## src/rtl/posit_locality.sv

```systemverilog
// posit_locality: single-issue posit32 bit-pattern unit. Gathers up to three
// operands (immediate, memory via tagged reads, previous result, or zero),
// executes one operation, and holds the result record until it is accepted.
module posit_locality (
    input  logic        clock,
    input  logic        reset,
    input  logic        io_request_valid,
    output logic        io_request_ready,
    input  logic [7:0]  io_request_bits_operands_0_value,
    input  logic [1:0]  io_request_bits_operands_0_mode,
    input  logic [7:0]  io_request_bits_operands_1_value,
    input  logic [1:0]  io_request_bits_operands_1_mode,
    input  logic [7:0]  io_request_bits_operands_2_value,
    input  logic [1:0]  io_request_bits_operands_2_mode,
    input  logic [2:0]  io_request_bits_inst,
    input  logic [1:0]  io_request_bits_mode,
    input  logic [7:0]  io_request_bits_wr_addr,
    output logic        io_mem_read_req_valid,
    output logic [7:0]  io_mem_read_req_addr,
    input  logic        io_mem_read_resp_valid,
    input  logic [7:0]  io_mem_read_resp_tag,
    input  logic [31:0] io_mem_read_data,
    output logic        io_mem_write_valid,
    input  logic        io_mem_write_ready,
    output logic [31:0] io_mem_write_bits_result_out,
    output logic        io_mem_write_bits_result_isZero,
    output logic        io_mem_write_bits_result_isNaR,
    output logic        io_mem_write_bits_result_lt,
    output logic        io_mem_write_bits_result_eq,
    output logic        io_mem_write_bits_result_gt,
    output logic [4:0]  io_mem_write_bits_result_exceptions,
    output logic [7:0]  io_mem_write_bits_wr_addr
);

    localparam logic [31:0] NAR = 32'h8000_0000;

    typedef enum logic [2:0] {IDLE, ISSUE, WAIT, EXEC, WRITE} state_t;

    state_t      state_reg, state_next;

    logic [7:0]  in_value [3];
    logic [1:0]  in_mode  [3];
    logic [31:0] acc_val  [3];
    logic [2:0]  acc_pend;
    logic [2:0]  acc_need;

    logic [31:0] op_val_reg  [3];
    logic [7:0]  op_addr_reg [3];
    logic [2:0]  pend_reg;
    logic [2:0]  need_reg;
    logic [2:0]  inst_reg;
    logic [1:0]  mode_reg;
    logic [7:0]  wr_addr_reg;
    logic [31:0] prev_result_reg;

    logic [31:0] res_out_reg;
    logic        res_zero_reg, res_nar_reg, res_lt_reg, res_eq_reg, res_gt_reg;
    logic [4:0]  res_exc_reg;
    logic [7:0]  res_wr_addr_reg;

    logic        accept;
    logic        collecting;
    logic [2:0]  cand;
    logic [2:0]  issue_oh;
    logic [7:0]  issue_addr;
    logic [2:0]  fill_hit;
    logic [2:0]  pend_after;
    logic [2:0]  need_after;

    assign in_value[0] = io_request_bits_operands_0_value;
    assign in_value[1] = io_request_bits_operands_1_value;
    assign in_value[2] = io_request_bits_operands_2_value;
    assign in_mode[0]  = io_request_bits_operands_0_mode;
    assign in_mode[1]  = io_request_bits_operands_1_mode;
    assign in_mode[2]  = io_request_bits_operands_2_mode;

    assign accept     = io_request_valid && (state_reg == IDLE);
    assign collecting = (state_reg == ISSUE) || (state_reg == WAIT);

    // Per-operand: value resolved at accept time, and whether a response fills it now.
    genvar gi;
    generate
        for (gi = 0; gi < 3; gi++) begin : g_op
            assign acc_val[gi]  = (in_mode[gi] == 2'd0) ? {{24{in_value[gi][7]}}, in_value[gi]} :
                                  (in_mode[gi] == 2'd2) ? prev_result_reg : 32'd0;
            assign acc_pend[gi] = (in_mode[gi] == 2'd1);
            assign fill_hit[gi] = collecting && io_mem_read_resp_valid && pend_reg[gi] &&
                                  (op_addr_reg[gi] == io_mem_read_resp_tag);
        end
    endgenerate

    // Only the first operand naming a given address needs its own read.
    always_comb begin
        acc_need = acc_pend;
        for (int i = 1; i < 3; i++) begin
            for (int j = 0; j < i; j++) begin
                if (acc_pend[j] && (in_value[j] == in_value[i]))
                    acc_need[i] = 1'b0;
            end
        end
    end

    // Issue the lowest-numbered operand that still needs a read and is unfilled.
    always_comb begin
        cand       = (state_reg == ISSUE) ? (need_reg & pend_reg) : 3'b000;
        issue_oh   = cand & (~cand + 3'd1);
        issue_addr = 8'd0;
        for (int i = 0; i < 3; i++) begin
            if (issue_oh[i])
                issue_addr = op_addr_reg[i];
        end
        pend_after = pend_reg & ~fill_hit;
        need_after = need_reg & ~issue_oh & pend_after;
    end

    assign io_mem_read_req_valid = (cand != 3'b000);
    assign io_mem_read_req_addr  = issue_addr;
    assign io_request_ready      = (state_reg == IDLE);
    assign io_mem_write_valid    = (state_reg == WRITE);

    // State register.
    always_ff @(posedge clock or posedge reset) begin
        if (reset)
            state_reg <= IDLE;
        else
            state_reg <= state_next;
    end

    // Next-state logic.
    always_comb begin
        state_next = state_reg;
        case (state_reg)
            IDLE:  if (accept)
                       state_next = (acc_pend == 3'b000) ? EXEC : ISSUE;
            ISSUE: if (need_after == 3'b000)
                       state_next = (pend_after == 3'b000) ? EXEC : WAIT;
            WAIT:  if (pend_after == 3'b000)
                       state_next = EXEC;
            EXEC:  state_next = WRITE;
            WRITE: if (io_mem_write_ready)
                       state_next = IDLE;
            default: state_next = IDLE;
        endcase
    end

    // Execute: opcode, then abs/negate modifiers; NaR passes through modifiers.
    logic [31:0] a, b, c, r_op, r_abs, r_fin;
    logic        nv, cmp_lt, cmp_eq, cmp_gt;
    always_comb begin
        a      = op_val_reg[0];
        b      = op_val_reg[1];
        c      = op_val_reg[2];
        cmp_lt = $signed(a) <  $signed(b);
        cmp_eq = (a == b);
        cmp_gt = $signed(a) >  $signed(b);
        r_op   = a;
        nv     = (a == NAR);
        case (inst_reg)
            3'd0: begin r_op = a;                 nv = (a == NAR) || (b == NAR); end
            3'd1: begin r_op = cmp_lt ? a : b;    nv = (a == NAR) || (b == NAR); end
            3'd2: begin r_op = cmp_gt ? a : b;    nv = (a == NAR) || (b == NAR); end
            3'd3: r_op = -a;
            3'd4: r_op = a[31] ? -a : a;
            3'd5: begin
                r_op = (c != 32'd0) ? a : b;
                nv   = (a == NAR) || (b == NAR) || (c == NAR);
            end
            3'd6: r_op = a;
            default: begin r_op = NAR;            nv = 1'b1; end
        endcase
        r_abs = (mode_reg[1] && (r_op != NAR) && r_op[31]) ? -r_op : r_op;
        r_fin = (mode_reg[0] && (r_abs != NAR)) ? -r_abs : r_abs;
    end

    // Datapath registers: request latch, operand fills, result capture.
    always_ff @(posedge clock or posedge reset) begin
        if (reset) begin
            for (int i = 0; i < 3; i++) begin
                op_val_reg[i]  <= 32'd0;
                op_addr_reg[i] <= 8'd0;
            end
            pend_reg        <= 3'b000;
            need_reg        <= 3'b000;
            inst_reg        <= 3'd0;
            mode_reg        <= 2'd0;
            wr_addr_reg     <= 8'd0;
            prev_result_reg <= 32'd0;
            res_out_reg     <= 32'd0;
            res_zero_reg    <= 1'b0;
            res_nar_reg     <= 1'b0;
            res_lt_reg      <= 1'b0;
            res_eq_reg      <= 1'b0;
            res_gt_reg      <= 1'b0;
            res_exc_reg     <= 5'd0;
            res_wr_addr_reg <= 8'd0;
        end else begin
            if (accept) begin
                for (int i = 0; i < 3; i++) begin
                    op_val_reg[i]  <= acc_val[i];
                    op_addr_reg[i] <= in_value[i];
                end
                pend_reg    <= acc_pend;
                need_reg    <= acc_need;
                inst_reg    <= io_request_bits_inst;
                mode_reg    <= io_request_bits_mode;
                wr_addr_reg <= io_request_bits_wr_addr;
            end else if (collecting) begin
                for (int i = 0; i < 3; i++) begin
                    if (fill_hit[i])
                        op_val_reg[i] <= io_mem_read_data;
                end
                pend_reg <= pend_after;
                need_reg <= need_after;
            end
            if (state_reg == EXEC) begin
                res_out_reg     <= r_fin;
                res_zero_reg    <= (r_fin == 32'd0);
                res_nar_reg     <= (r_fin == NAR);
                res_lt_reg      <= cmp_lt;
                res_eq_reg      <= cmp_eq;
                res_gt_reg      <= cmp_gt;
                res_exc_reg     <= {nv, 4'b0000};
                res_wr_addr_reg <= wr_addr_reg;
                prev_result_reg <= r_fin;
            end
        end
    end

    assign io_mem_write_bits_result_out        = res_out_reg;
    assign io_mem_write_bits_result_isZero     = res_zero_reg;
    assign io_mem_write_bits_result_isNaR      = res_nar_reg;
    assign io_mem_write_bits_result_lt         = res_lt_reg;
    assign io_mem_write_bits_result_eq         = res_eq_reg;
    assign io_mem_write_bits_result_gt         = res_gt_reg;
    assign io_mem_write_bits_result_exceptions = res_exc_reg;
    assign io_mem_write_bits_wr_addr           = res_wr_addr_reg;

endmodule

```

## config.mk

```make
export PLATFORM = sky130hd
export DESIGN_NAME = posit_locality
export DESIGN_NICKNAME = d
export VERILOG_FILES = /design/src/rtl/posit_locality.sv
export SDC_FILE = /design/constraint.sdc
export NUM_CORES = 1
export LEC_CHECK = 0
export CAP_MARGIN = 20
export CORE_MARGIN = 4
export CORE_UTILIZATION = 48
export DETAILED_ROUTE_END_ITERATION = 16
export GPL_TIMING_DRIVEN = 0
export PLACE_DENSITY = 0.69
export RECOVER_POWER = 100
export SYNTH_ARGS = -nofsm -noshare
export SYNTH_HDL_FRONTEND = slang
export SYNTH_SLANG_ARGS = --single-unit
```

## constraint.sdc

```tcl
create_clock -name clock -period 8.2 [get_ports clock]
set_clock_uncertainty 0.15 [all_clocks]
set_input_delay 1.64 -clock clock [delete_from_list [all_inputs] [get_ports clock]]
set_output_delay 1.64 -clock clock [all_outputs]
set_load 0.005 [all_outputs]
```

==> impl_metrics.toml <==
[timing]
max-slew-margin-rel_pct = -224
tightest_slew_ns = 4.83
period_minus_slack_ns = 8.12
timing_max_transition_violations_final = 191
finalSetupViolations = 0
fmaxAchievable_mhz = 123
final.period_utilization_pct = 99.1
final-hold-violation-count = 0

[route]
wl_per_cell_um = 24.9
wl_um = 64900
drt-initial-drc-count = 2354
drt_pre_antenna_iters = 6
drt.antenna.violating_nets = 0
route.detailed.drc = 0
vias_per_cell = 6.57
route.vias.total = 17100

[logic_synthesis]
synth_top_area_cell = "sky130_fd_sc_hd__dfrtp_1"
synth.area.top_cells = "sky130_fd_sc_hd__dfrtp_1 31%, sky130_fd_sc_hd__nand2_1 11%, sky130_fd_sc_hd__a31oi_1 4.7%"
synth-warning-count = 0
synth_area_mm2 = 0.0154
syn_inst = 2000
main_synth_ff_type = "sky130_fd_sc_hd__dfrtp_1"
synth.yosys.seq_area_share_pct = 30.6
post_synth_num_cell_types = 110
ys_async_sr_fraction_pct = 100
avgSynthCellArea_um2 = 7.69
synth_largest_type_area_fraction_pct = 30.6
yosys_register_bits = 188
synth_edf_count = 0

[grt]
gr-usage-all-layers_pct = 36.0
overflow = 0
first_global_vias = 16200
pin_count_of_the_biggest_net_entering_global_routing = 108
grt_first_pass_wirelength_um = 98300
antenna_found_initial = 0

[setup_path]
critical_path.endpoint = "io_mem_write_bits_result_isZero"
rr_startpoint = "b[21]"
critical-path-slowest-cell = "sky130_fd_sc_hd__nor4_4"
worstPathArrival_ns = 8.33
rr_worst_depth = 30
worst-r2r-setup-slack_ns = 0.08
end_kind = "register"
critPathKind = "register to register"
worst_ep_required_time_ns = 8.40
critPathMaxFanout = 10
worstReg2RegEnd = "io_mem_write_bits_result_isZero"
crit_path_start_kind = "register"
crit_path_start = "b[21]"
timing.critical_path.slowest_cell_delay_ns = 0.59

[floorplan]
io-pin-count = 149
die_span_x_um = 187
floorplan.core_area_mm2 = 0.0316
floorplan.initialDensity_pct = 48.8
die_h_um = 187
area_of_the_die_mm2 = 0.0350
rows = 65

[cells_and_area]
antennaDiodeCount = 0
final_core_utilization_pct = 58.1
layout-drive-gt1-share_pct = 8.59
filler_cell_count = 2944
final_net_count = 2312
area_growth_synth_to_finish_pct = 19.1

[clocking]
holdBufCountCts = 0
tritoncts = "built"
cts-root-to-sink-buffers = 2
cts_made_buffers = 17
worst_path_clk_slew_ns = 0.08
clock_tree.root_cell = "sky130_fd_sc_hd__clkbuf_16"
clkSinkCount = 188
cts.htree.levels = 4
worst_skew_pair.late_latency_ns = 0.46

[placement]
dp_hpwl_um = 50400
port_buffers = 138
final_replace_weighted_congestion = 1.03

[job]
cap_viol_max_count = 2

[status]
status = "finished with violations"
violations = "max-capacitance violations, max-slew violations"

[hold_path]
hold_path.class = "register to register"
cells by family (layout without fill, tap and decap cells):
kind of cell | Yosys count | count (layout) | share of synthesized area [%]
other | 1 | 4 | 0.0244
multiplexers | 45 | 45 | 3.00
flip-flops | 188 | 188 | 30.6
adder cells (fa/ha/maj) | 36 | 36 | 2.93
XOR/XNOR | 111 | 111 | 6.42
buffers and inverters | 207 | 405 | 5.50
AND/OR/NAND/NOR | 877 | 877 | 27.2
AO/OA/AOI/OAI | 535 | 535 | 24.4
cell usage in the layout (no fill, tap or decap), types with 16 or more instances in the layout:
| master | instances |
|---|---|
| sky130_fd_sc_hd__buf_4 | 28 |
| sky130_fd_sc_hd__a21oi_1 | 70 |
| sky130_fd_sc_hd__ha_1 | 35 |
| sky130_fd_sc_hd__clkbuf_16 | 17 |
| sky130_fd_sc_hd__nor4_1 | 27 |
| sky130_fd_sc_hd__nor2_1 | 118 |
| sky130_fd_sc_hd__a211oi_1 | 83 |
| sky130_fd_sc_hd__xor2_1 | 30 |
| sky130_fd_sc_hd__clkbuf_1 | 124 |
| sky130_fd_sc_hd__inv_1 | 61 |
| sky130_fd_sc_hd__nand2b_1 | 18 |
| sky130_fd_sc_hd__or3_1 | 19 |
| sky130_fd_sc_hd__nand4_1 | 32 |
| sky130_fd_sc_hd__xnor2_1 | 77 |
| sky130_fd_sc_hd__nor3_1 | 39 |
| sky130_fd_sc_hd__mux2i_1 | 34 |
| sky130_fd_sc_hd__o21ai_0 | 80 |
| sky130_fd_sc_hd__dfrtp_2 | 16 |
| sky130_fd_sc_hd__nand2_1 | 469 |
| sky130_fd_sc_hd__o31ai_1 | 18 |
| sky130_fd_sc_hd__nand3_1 | 41 |
| sky130_fd_sc_hd__dfrtp_1 | 172 |
| sky130_fd_sc_hd__clkdlybuf4s50_1 | 79 |
| sky130_fd_sc_hd__dlygate4sd3_1 | 59 |
| sky130_fd_sc_hd__a31oi_1 | 115 |
worst min-delay path by stage:
stage	startpoint	end	slack (ns)	depth (start not counted)
after floorplan	wr_addr_reg[0]	io_mem_write_bits_wr_addr[0]	0.29	2
after global placement	wr_addr_reg[6]	io_mem_write_bits_wr_addr[6]	0.30	2
after detailed placement	io_mem_write_bits_wr_addr[1]	io_mem_write_bits_wr_addr[1]	0.32	2
after CTS	wr_addr_reg[2]	io_mem_write_bits_wr_addr[2]	0.33	2
after global routing	wr_addr_reg[2]	io_mem_write_bits_wr_addr[2]	0.36	2
final	wr_addr_reg[3]	io_mem_write_bits_wr_addr[3]	0.33	2
cell type report:
| type | instances | area, um2 | share of cell area, % |
|---|---|---|---|
| timing repair buffer | 167 | 1580 | 8.61 |
| inverter | 64 | 241 | 1.32 |
| buffer | 142 | 604 | 3.30 |
| clock buffer | 18 | 439 | 2.40 |
| tap | 402 | 503 | 2.75 |
| sequential | 188 | 4720 | 25.8 |
| multi-input combinational | 1608 | 10100 | 54.9 |
| clock inverter | 14 | 174 | 0.949 |
routing by layer:
metal / GRT usage [%] / up-vias / wire length (um) / part of all wire [%]
li1: - / 7636 / - / -
met1: 51.2 / 8155 / 26700 / 41
met2: 52.5 / 1124 / 27000 / 42
met3: 7.60 / 182 / 7590 / 12
met4: 16.9 / 0 / 3580 / 5.5
met5: 0 / - / 0 / 0
critical path, delay by kind of cell (launching register included):
family                   cells  cell delay, ns
multiplexers                 2            0.48
buffers and inverters        8            1.17
flip-flops                   1            0.51
adder cells (fa/ha/maj)      2            0.48
AO/OA/AOI/OAI                7            1.98
AND/OR/NAND/NOR             11            3.21
through the flow:
step | instances | area [um2] | hold WS, ns | worst slack [ns] | setup TNS (ns)
finish | 2603 | 18300 | 0.326 | 0.0752 | 0
global route | 2603 | 18300 | 0.358 | -0.0433 | -0.0691
CTS | 2589 | 18100 | 0.333 | 0.0146 | 0
detailed placement | 2549 | 17300 | 0.316 | -0.987 | -4.06
global placement | 2543 | 17300 | 0.300 | -1.41 | -264.37
floorplan | 2003 | 15400 | 0.289 | 1.18 | 0
cells in the mapped netlist (all sizes together) (13+ instances only):
master,n
and2,14
nor3,45
nor2,121
nand2,470
a21oi,73
ha,36
clkbuf,121
o31ai,21
buf,22
a211oi,84
nand3,43
nand4,34
o21ai,93
nor4,39
or3,20
inv,63
nand2b,18
o22ai,14
mux2i,39
xor2,32
xnor2,79
a31oi,117
or4,14
dfrtp,188
a221oi,13
repair_timing:
item | in CTS | in global routing
hold endpoints to repair | 0 | 0
resized for setup | 18 | 40
pin swaps | 7 | 14
endpoints found under the setup margin | 14 | 7
setup buffers | 8 | 13
gates cloned | 0 | 0
Power is left out: the tool's default activity adds up to more than one toggle a clock period on the data nets, which glitch-free logic cannot reach.
